**config.mk**
```make
export PLATFORM = sky130hd
export DESIGN_NAME = run_ctrl
export DESIGN_NICKNAME = d
export VERILOG_FILES = /design/src/rtl/run_ctrl_pkg.sv /design/src/rtl/sat_counter.sv /design/src/rtl/run_ctrl.sv
export SDC_FILE = /design/constraint.sdc
export NUM_CORES = 1
export LEC_CHECK = 0
export CORE_MARGIN = 5
export CORE_UTILIZATION = 26
export CTS_BUF_LIST = sky130_fd_sc_hd__clkbuf_4
export DETAILED_ROUTE_END_ITERATION = 12
export GPL_TIMING_DRIVEN = 0
export PLACE_DENSITY = 0.52
export SKIP_LAST_GASP = 1
export SYNTH_ARGS = -nofsm -noshare
export SYNTH_HDL_FRONTEND = slang
export SYNTH_SLANG_ARGS = --single-unit
```
**constraint.sdc**
```tcl
create_clock -name Clk -period 1.9 [get_ports Clk]
set_input_delay 0.285 -clock Clk [delete_from_list [all_inputs] [get_ports Clk]]
set_output_delay 0.285 -clock Clk [all_outputs]
set_load 0.05 [all_outputs]
```
**src/rtl/run_ctrl_pkg.sv**
```systemverilog
// Shared definitions for the Start/Ack launch controller.
// Latency: n/a (constants and types only).
// Backpressure: n/a.
//
// Holds the state encoding, the program base-address map (also used to lay out
// the instruction ROM image) and the default cycle-counter width.
package run_ctrl_pkg;

   localparam int PC_W_DEF  = 10;
   localparam int CNT_W_DEF = 16;

   // State encoding kept as plain constants so legacy tools can read it.
   typedef logic [2:0] state_t;
   localparam state_t ST_IDLE  = 3'd0;
   localparam state_t ST_ARMED = 3'd1;
   localparam state_t ST_LOAD  = 3'd2;
   localparam state_t ST_RUN   = 3'd3;
   localparam state_t ST_DONE  = 3'd4;

   // Base addresses of P1, P2, P3. The fourth slot is only reached when the
   // rotation is configured for four programs.
   localparam logic [PC_W_DEF-1:0] PROG_BASE [4] = '{10'h000, 10'h100, 10'h200, 10'h300};

endpackage

```
**src/rtl/sat_counter.sv**
```systemverilog
// Saturating up-counter with synchronous clear; clear has priority over count.
// Latency: count visible one cycle after the enabling edge.
// Backpressure: none; holds at all-ones once reached.
//
// Ports: clk_i/rst_i clock and sync active-high reset, clr_i clear to zero,
//        en_i count enable, cnt_o current count, max_o count is all-ones.
module sat_counter #(
   parameter int W = 16
) (
   input  logic         clk_i,
   input  logic         rst_i,
   input  logic         clr_i,
   input  logic         en_i,
   output logic [W-1:0] cnt_o,
   output logic         max_o
);

   logic [W-1:0] cnt_q;
   logic [W-1:0] cnt_d;

   assign max_o = &cnt_q;
   assign cnt_o = cnt_q;

   always_comb begin
      cnt_d = cnt_q;
      if (clr_i) begin
         cnt_d = '0;
      end else if (en_i && !max_o) begin
         cnt_d = cnt_q + W'(1);
      end
   end

   always_ff @(posedge clk_i) begin
      if (rst_i) begin
         cnt_q <= '0;
      end else begin
         cnt_q <= cnt_d;
      end
   end

endmodule

```
**src/rtl/run_ctrl.sv**
```systemverilog
// Launch controller: arms on Start, loads PC with the next program base, runs until Halt, raises Ack.
// Latency: PcLoad 1 cycle after Start falls is sampled; Ack in the cycle after Halt is sampled in RUN.
// Backpressure: Start ignored outside IDLE/ARMED/DONE; one launch per Start pulse.
//
// Ports: Clk, Reset (sync, active-high), Start (level, launches on fall), Halt (decoder done flag),
//        PcLoad/PcLoadAddr (PC load strobe and address), Run (execute enable), ProgIdx (current/last
//        program), CycleCnt (Run cycles of current/last program), Ack (done), Timeout (watchdog fired).
// Optional watchdog compiled in with RUN_CTRL_WATCHDOG_EN; otherwise Timeout is tied low.
module run_ctrl
   import run_ctrl_pkg::*;
#(
   parameter int               PC_W       = PC_W_DEF,
   parameter int               CNT_W      = CNT_W_DEF,
   parameter int               NUM_PROGS  = 3,
   parameter logic [CNT_W-1:0] WDOG_LIMIT = CNT_W'(16'hFFF0)
) (
   input  logic             Clk,
   input  logic             Reset,
   input  logic             Start,
   input  logic             Halt,
   output logic             PcLoad,
   output logic [PC_W-1:0]  PcLoadAddr,
   output logic             Run,
   output logic [1:0]       ProgIdx,
   output logic [CNT_W-1:0] CycleCnt,
   output logic             Ack,
   output logic             Timeout
);

   state_t     state_q, state_d;
   logic [1:0] prog_idx_q, prog_idx_d;
   logic       cnt_max;

   // Run, PcLoad and Ack come straight from the state register so they never glitch.
   assign Run        = (state_q == ST_RUN);
   assign PcLoad     = (state_q == ST_LOAD);
   assign Ack        = (state_q == ST_DONE);
   assign ProgIdx    = prog_idx_q;
   assign PcLoadAddr = PC_W'(PROG_BASE[prog_idx_q]);

   // The count is cleared during LOAD so the first RUN cycle starts from zero;
   // every RUN cycle, including the halt cycle, is counted.
   sat_counter #(.W(CNT_W)) u_cycle_cnt (
      .clk_i (Clk),
      .rst_i (Reset),
      .clr_i (state_q == ST_LOAD),
      .en_i  (state_q == ST_RUN),
      .cnt_o (CycleCnt),
      .max_o (cnt_max)
   );

`ifdef RUN_CTRL_WATCHDOG_EN
   logic timeout_q, timeout_d;
   logic wdog_hit;

   // Fire on the edge where the count lands on the limit, so the block leaves
   // RUN with CycleCnt equal to WDOG_LIMIT. An all-ones limit is caught by the
   // saturation flag instead, since the count can never step past it.
   assign wdog_hit = (WDOG_LIMIT == '1) ? cnt_max
                                        : (CycleCnt == WDOG_LIMIT - CNT_W'(1));
   assign Timeout  = timeout_q;
`else
   logic unused_wdog;
   assign unused_wdog = ^{WDOG_LIMIT, cnt_max};
   assign Timeout     = 1'b0;
`endif

   always_comb begin
      state_d    = state_q;
      prog_idx_d = prog_idx_q;
`ifdef RUN_CTRL_WATCHDOG_EN
      timeout_d  = timeout_q;
`endif
      case (state_q)
         ST_IDLE:  if (Start) state_d = ST_ARMED;
         ST_ARMED: if (!Start) state_d = ST_LOAD;
         ST_LOAD: begin
            state_d = ST_RUN;
`ifdef RUN_CTRL_WATCHDOG_EN
            timeout_d = 1'b0;
`endif
         end
         ST_RUN: begin
            // Halt wins over a simultaneous Start; Start is not latched here.
            if (Halt) begin
               state_d = ST_DONE;
`ifdef RUN_CTRL_WATCHDOG_EN
            end else if (wdog_hit) begin
               state_d   = ST_DONE;
               timeout_d = 1'b1;
`endif
            end
         end
         ST_DONE: begin
            if (Start) begin
               state_d    = ST_ARMED;
               prog_idx_d = (prog_idx_q == 2'(NUM_PROGS - 1)) ? 2'd0 : prog_idx_q + 2'd1;
            end
         end
         default: state_d = ST_IDLE;
      endcase
   end

   always_ff @(posedge Clk) begin
      if (Reset) begin
         state_q    <= ST_IDLE;
         prog_idx_q <= 2'd0;
      end else begin
         state_q    <= state_d;
         prog_idx_q <= prog_idx_d;
      end
   end

`ifdef RUN_CTRL_WATCHDOG_EN
   always_ff @(posedge Clk) begin
      if (Reset) begin
         timeout_q <= 1'b0;
      end else begin
         timeout_q <= timeout_d;
      end
   end
`endif

endmodule

```
# Word-level counts from Yosys, hierarchy flattened
# Index checks and enable logic that the tools add are counted.
[totals]
wordCells = 31
register_bits = 21
out_inout_bits = 32
[classes]
add_sub_neg = 2
eq_ne = 8
magnitude_cmp = 1
reduce_logical = 8
bitwise_logic = 1
mux = 8
[ops]
columns = ["cell", "count"]
rows = [
  ["binary-select mux 10 bit (select 2 bit)", 1],
  ["2-to-1 mux 10 bit", 2],
  ["adder 16 x 1 -> 16 bit, second input constant", 1],
  ["AND reduction 16 bit", 1],
  ["case mux 3 bit (4 select lines)", 1],
  ["2-to-1 mux 3 bit", 3],
  ["== test 3 x 2 -> 1 bit, second input constant", 2],
  ["!= test 2 bit, second input constant", 2],
  ["OR reduction 2 bit", 2],
  ["== test 3 x 1 -> 1 bit, second input constant", 1],
  ["== test 3 bit, second input constant", 1],
  ["greater-or-equal comparator 3 bit, second input constant", 1],
  ["zero test 3 bit", 1],
  ["NOT 2 -> 3 bit", 1],
  ["AND reduction 3 bit", 1],
  ["adder 2 x 1 -> 2 bit, second input constant", 1],
  ["== test 2 bit, second input constant", 1],
  ["2-to-1 mux 2 bit", 1],
  ["!= test 2 x 1 -> 1 bit, second input constant", 1],
  ["AND reduction 2 bit", 1],
  ["logical AND 1 bit", 1],
  ["zero test 1 bit", 1],
]

# Logic depth before layout (Yosys ltp)
# Gate-level depths: netlist (run 1).
[depth]
ltp_word = 4
ltp_mapped = 6
depth_no_buf = 5

# Cells and area by module
# From an unflattened synthesis (run 1), not the netlist that was laid out.
[unflattened]
cells_unflattened = 137
area_unflattened_um2 = 1203.7
[by_module_without_submodules]
columns = ["mod", "area_each_um2", "cells_each", "instances"]
rows = [
  ["sat_counter", 830.8, 97, 1],
  ["run_ctrl", 372.9, 40, 1],
]

# Worst setup path after synthesis (run 1)
# OpenSTA, ideal clock, no wires.
[synth_timing]
kind = "reg-to-reg"
from = "reg state_q[1]"
to = "reg u_cycle_cnt.cnt_q[14] (netlist: u_cycle_cnt.cnt_o[14])"
path_buffers = 3
path_stages_with_launch = 7
arrival_ns = 2.329
required_time_ns = 1.770
setup_slack_ns = -0.558
path_cell_list = "dfxtp_1 -> buf_2 -> nor3b_1 -> or2_1 -> buf_2 -> buf_4 -> a21oi_1"
[synth_between]
elab_chain_cells = 2
elab_cells_between_ends = 4
[synth_lines]
columns = ["item", "line", "source"]
rows = [
  ["start, declared", "run_ctrl.sv:30", "state_t state_q, state_d;"],
  ["start signal, assigned", "run_ctrl.sv:109", "state_q <= state_d;"],
  ["== test 3 x 2 -> 1 bit", "-", ""],
  ["net PcLoad", "run_ctrl.sv:21", "output logic PcLoad,"],
  ["OR reduction 2 bit (no line)", "-", ""],
  ["end signal, assigned", "sat_counter.sv:37", "cnt_q <= cnt_d;"],
  ["end, declared", "sat_counter.sv:18", "logic [W-1:0] cnt_q;"],
]
# The timed path passes the listed nets, and every way through them passes these cells.
# A chain may end at the register's enable or synchronous reset.

# Final worst setup path (run 1)
[layout_timing]
from = "reg u_cycle_cnt.cnt_q[11] (netlist: u_cycle_cnt.cnt_o[11])"
to = "out CycleCnt[11]"
[layout_lines]
columns = ["item", "line", "source"]
rows = [
  ["end, declared", "run_ctrl.sv:25", "output logic [CNT_W-1:0] CycleCnt,"],
]
# No word-level cell between the ends.

==> results.py, run 1 <==
metrics = {
    "worst_setup_path": {
        "r2r_setup_slack_ps": 250,
        "cp.arrival_ps": 1560,
        "reg2reg_to": "u_cycle_cnt.cnt_o[14]",
        "ff2ff_path_depth": 5,
        "crit_end": "CycleCnt[11]",
        "critical-path-max-stage-delay_ps": 840,
        "critPathBufInv": 1,
        "crit_path_top_delay_cell": "clkdlybuf4s50_1",
        "critPathTopFamily": "buffers and inverters",
        "r2r_start": "u_cycle_cnt.cnt_o[0]",
        "path_cells": "clkdlybuf4s50_1",
        "startpoint_type": "register",
        "critPathCaptureType": "output port",
        "path_class": "reg2out",
        "critPathLaunch": "u_cycle_cnt.cnt_o[11]",
        "cp.required_ps": 1620,
        "cp.depth": 1,
        "path_max_fanout": 4,
    },
    "sta": {
        "whs_ps": 516,
        "worstMarginPinSlew_ps": 508,
        "worst_slew_margin_rel_pct": 66.1,
        "clock_skew_ps": 2.81,
        "report.final.slew_viol_count": 0,
        "fin_crit_sh_pct": 97.2,
        "setup_viol": 0,
        "hold_violations": 0,
        "max_freq_mhz": 542,
        "rsz0062_at_grt": "false",
        "min_period_ps": 1850,
    },
    "synth": {
        "ys_warn_count": 0,
        "synth_flop_cell": "dfxtp_1",
        "synth_most_common_cell": "dfxtp_1",
        "avgSynthCellArea_um2": 8.84,
        "synthTopCellsByCount": "dfxtp_1 (21), a21oi_1 (13), buf_4 (13), nand2_1 (10), nor2_1 (10)",
        "netlist_area_um2": 1200,
        "synth_edf_count": 0,
        "synthTopCellsByArea": "dfxtp_1 (35%), buf_4 (8.1%), a21oi_1 (5.4%)",
        "ys_types": 43,
        "yosysTopAreaCell": "dfxtp_1",
        "yosysTopAreaCellShare_pct": 35.0,
        "synth-seq-area-share_pct": 35.0,
        "syn_inst": 136,
        "synth-seq-cells": 21,
        "async_reset_ff_share_pct": 0,
    },
    "drt": {
        "wire_per_inst_um": 13.4,
        "drc": 0,
        "vias": 1130,
        "dr.pass1.iters": 4,
        "via_per_inst": 5.00,
        "ant_nets": 0,
        "drtIter0Drc": 72,
        "wl_um": 3020,
    },
    "die": {
        "core.rowCount": 24,
        "die_area_um2": 6080,
        "io_pins": 36,
        "die_w_um": 78.0,
        "core_um2": 4410,
        "start_util_pct": 27.2,
        "die_h_um": 78.0,
    },
    "cts": {
        "cts_sinks": 21,
        "clk_pin_slew_ps": 120,
        "htree_levels": 1,
        "post_cts_buffers": 0,
        "clk_latency_ps": 300,
        "cts_made_buffers": 3,
        "cts_hold_buffers": 0,
        "clock_path_buffers": 2,
        "cts_tree": "yes",
        "cts-root-buf": "clkbuf_4",
    },
    "run": {
        "drv_cap": 0,
    },
    "final_layout": {
        "multi_input_area_um2": 706,
        "antenna_cells": 0,
        "fillCellCount": 463,
        "final_net_count": 180,
        "sequential_cell_area_um2": 424,
        "area_growth_pct": 33.6,
        "drive_above_1_share_pct": 21.3,
    },
    "global_routing": {
        "grt_max_degree": 12,
        "antenna_found_initial": 0,
        "grt_pass1_wl_um": 5040,
        "overflow": 0,
        "first_global_vias": 1070,
        "track_usage_pct": 10.2,
    },
    "power": {
        "p_total_w": 0.000796,
        "p_per_area_nw_per_um2": 496,
        "ir_worst_vdd_v": 0.000126,
        "p_leak_nw": 0.792,
    },
    "place": {
        "post-dp-hpwl_um": 2340,
        "gp_congestion": 0.793,
        "portBuffers": 26,
    },
    "status": {
        "status": "finished clean",
    },
    "hold_path": {
        "hold_class": "reg2reg",
    },
}
stage by stage:
step	TNS (ps)	utilization (%)	cells	cell area, µm²	setup WS [ps]
2_1_floorplan	-3.02	-	144	1240	-1.85
3_3_place_gp	-39.5	35.5	222	1570	-39.5
3_5_place_dp	-52.2	35.5	222	1570	-52.2
4_1_cts	0	36.0	226	1590	1.16
5_1_grt	0	36.4	226	1610	2.57
6_report	0	36.4	226	1610	54.1
how the worst min path moves through the flow:
stage | start | endpoint | slack (ps) | depth (start not counted)
2_1_floorplan | Reset | ProgIdx[1] | 350 | 1
3_3_place_gp | ProgIdx[0] | ProgIdx[1] | 480 | 2
3_5_place_dp | ProgIdx[1] | ProgIdx[1] | 500 | 2
4_1_cts | ProgIdx[1] | ProgIdx[1] | 520 | 2
5_1_grt | state_q[2] | state_q[1] | 540 | 1
6_report | ProgIdx[1] | ProgIdx[1] | 520 | 2
per-layer routing:
layer	GRT usage (%)	wire length [µm]
met1	11.5	1270
met2	17.4	1490
met3	2.20	175
met4	6.25	87
met5	0	0
where the power goes:
group / total, W / switching (W) / internal, W / leakage (nW)
sequential: 0.000447 / 0.00000281 / 0.000444 / 0.171
clock: 0.000237 / 0.000141 / 0.0000961 / 0.0184
combinational: 0.000112 / 0.0000784 / 0.0000341 / 0.603
sequential cells by signal, indices dropped and copies added, names as in the netlist:
register / flops
u_cycle_cnt.cnt_o: 16
state_q: 3
ProgIdx: 2
layout by cell type, fill, tap and decap left out, types with 2 or more instances in the layout:
master / Yosys / routed
dfxtp_1: 21 / 18
buf_4: 13 / 13
a21oi_1: 13 / 13
nor2_1: 10 / 10
nand2_1: 10 / 10
dlygate4sd2_1: 0 / 10
nor3_1: 9 / 9
conb_1: 1 / 9
dlymetal6s2s_1: 0 / 8
clkdlybuf4s50_1: 0 / 5
nand3_1: 4 / 4
or4_1: 4 / 4
clkbuf_4: 0 / 4
buf_2: 2 / 3
nand4b_1: 3 / 3
or3_1: 3 / 3
o21ai_0: 3 / 3
o31ai_1: 3 / 3
dfxtp_2: 0 / 3
nor3b_2: 0 / 2
nand4_1: 2 / 2
nor4_2: 2 / 2
nor3b_1: 4 / 2
o21ai_1: 2 / 2
o41ai_1: 2 / 2
a41oi_1: 2 / 2
clkdlybuf4s15_2: 0 / 2
final cells by class:
type	count	area share, %
Clock buffer	4	1.87
Multi-Input combinational cell	106	43.9
Inverter	2	0.545
Timing Repair Buffer	26	16.5
Tap cell	52	4.05
Sequential cell	21	26.4
Buffer	15	6.70
kinds of logic (layout without fill, tap and decap cells):
| logic type | count (synthesis) | after routing | synth area share, % |
|---|---|---|---|
| AND/OR/NAND/NOR | 64 | 64 | 36.7 |
| AO/OA/AOI/OAI | 30 | 30 | 15.7 |
| flip-flops | 21 | 21 | 35.0 |
| buffers and inverters | 17 | 47 | 9.68 |
| adder cells (fa/ha/maj) | 1 | 1 | 1.04 |
| other | 1 | 9 | 0.312 |
| XOR/XNOR | 1 | 1 | 0.729 |
| multiplexers | 1 | 1 | 0.832 |
timing repair:
action / 4_1_cts / 5_1_grt
gates resized for setup: 19 / 13
setup endpoints to repair: 13 / 11
cloned: 0 / 0
No activity file was read; power rests on OpenSTA's default activity.
==> run 2: changes to the inputs <==
- CORE_UTILIZATION: 26 -> 48
- PLACE_DENSITY: 0.52 -> 0.84
==> run 2 against run 1 <==
  * Power decreased by 0.74%
  * Flip-flop and latch count unchanged
  * Register-to-register slack got worse by 40 ps
  * Clock power decreased by 3%
  * Highest routed layer unchanged
==> results.py, run 2 (synthesized netlist as in run 1, its figures left out) <==
metrics = {
    "drt": {
        "drc": 0,
        "dr.pass1.iters": 4,
        "wire_per_inst_um": 13.0,
        "wl_um": 2660,
        "vias": 1147,
        "via_per_inst": 5.62,
        "ant_nets": 0,
        "drtIter0Drc": 29,
    },
    "final_layout": {
        "final_cell_mix": "dfxtp_1 (21), buf_4 (13), a21oi_1 (13)",
        "antenna_cells": 0,
        "finalNonFillerCells": 204,
        "fin_area_um2": 1580,
        "final_common_cell": "dfxtp_1",
        "final_net_count": 180,
        "drive_above_1_share_pct": 19.5,
        "area_growth_pct": 31.2,
        "largest_reg_flops": 16,
    },
    "cts": {
        "clock_path_buffers": 2,
        "cts-root-buf": "clkbuf_4",
        "cts_tree": "yes",
        "htree_levels": 1,
        "clk_pin_slew_ps": 120,
        "cts_made_buffers": 3,
        "post_cts_buffers": 0,
        "clk_latency_ps": 300,
        "cts_sinks": 21,
    },
    "place": {
        "portBuffers": 26,
        "place_area_um2": 1540,
        "gp_congestion": 0.806,
        "post-dp-hpwl_um": 2030,
        "dp_cells": 200,
        "place_ws_ps": -45.5,
    },
    "die": {
        "start_util_pct": 49.4,
        "core_um2": 2430,
        "core.rowCount": 18,
        "die_h_um": 60.1,
        "die_w_um": 60.1,
        "die_area_um2": 3610,
        "io_pins": 36,
    },
    "power": {
        "p_total_w": 0.000790,
        "p_leak_nw": 0.785,
        "p_per_area_nw_per_um2": 501,
        "ir_worst_vdd_v": 0.000320,
    },
    "worst_setup_path": {
        "path_class": "reg2out",
        "critPathTopFamily": "buffers and inverters",
        "r2r_start": "u_cycle_cnt.cnt_o[0]",
        "reg2reg_to": "u_cycle_cnt.cnt_o[14]",
        "r2r_setup_slack_ps": 210,
        "cp.arrival_ps": 1570,
        "cp.required_ps": 1620,
        "path_max_fanout": 6,
        "critical-path-max-stage-delay_ps": 840,
        "critPathBufInv": 1,
        "crit_path_top_delay_cell": "clkdlybuf4s50_1",
        "critPathCaptureType": "output port",
        "startpoint_type": "register",
        "path_cells": "clkdlybuf4s50_1",
        "ff2ff_path_depth": 5,
    },
    "sta": {
        "worstMarginPinSlew_ps": 508,
        "report.final.slew_viol_count": 0,
        "clock_skew_ps": 4.95,
        "max_freq_mhz": 540,
        "setup_ws_ps": 48.6,
        "worst_slew_margin_rel_pct": 66.1,
        "rsz0062_at_grt": "false",
        "whs_ps": 516,
        "hold_violations": 0,
        "fin_crit_sh_pct": 97.4,
        "setup_viol": 0,
        "min_period_ps": 1850,
    },
    "hold_path": {
        "hp-start": "ProgIdx[0]",
        "holdPathStages": 2,
        "hold_path_end": "ProgIdx[1]",
        "hold_class": "reg2reg",
    },
    "status": {
        "status": "finished clean",
    },
    "global_routing": {
        "first_global_vias": 1022,
        "overflow": 0,
        "antenna_found_initial": 0,
        "track_usage_pct": 15.8,
        "grt_pass1_wl_um": 4500,
        "grt_max_degree": 12,
    },
    "run": {
        "drv_cap": 0,
    },
}
==> run 2: cell types whose count changed in the layout (fill, tap and decap cells not counted), sizes merged <==
cell           before  now
buf                16   15
clkdlybuf4s15       2    1
clkdlybuf4s50       5    9
dlymetal6s2s        8    9
clkbuf              4    6
dlygate4sd2        10    5
==> run 2: layer usage <==
metal  part of all wire [%]  up-vias  global-route usage [%]
li1                       -      572                       -
met1                     45      536                    21.3
met2                     50       37                    25.3
met3                    5.2        2                    2.16
met4                   0.26        0                    6.01
met5                      0        -                       0
==> run 2: worst max path at each step <==
stage	from	endpoint	slack [ps]	depth (start not counted)
finish	u_cycle_cnt.cnt_o[3]	CycleCnt[3]	50	1
floorplan	state_q[1]	u_cycle_cnt.cnt_o[14]	-2	6
global route	u_cycle_cnt.cnt_o[11]	CycleCnt[11]	0.4	1
global placement	state_q[1]	PcLoad	-20	3
CTS	state_q[1]	PcLoad	-90	3
detailed placement	state_q[1]	PcLoad	-50	3
==> run 2: power breakdown <==
group          switching, W  internal (W)  total [W]
Sequential       0.00000284      0.000444   0.000447
Clock              0.000135     0.0000961   0.000231
Combinational     0.0000781     0.0000343   0.000112
==> run 2: cell type report <==
class | count | area, µm²
fill | 213 | 855
multi-input combinational | 106 | 706
sequential | 21 | 420
timing repair buffer | 26 | 268
buffer | 15 | 108
tap | 30 | 37.5
clock buffer | 4 | 30.0
inverter | 2 | 8.76
==> run 2: metrics by stage <==
step                      TNS, ps  util [%]
after floorplan             -3.02         -
after global placement      -19.4      63.3
after detailed placement    -45.5      63.3
after CTS                   -91.0      64.2
after global routing            0      64.9
final                           0      64.9
==> run 2: repair_timing <==
item                       4_1_cts  5_1_grt
setup endpoints to repair        8       11
hold buffers                     0        0
gates resized for setup         10       13
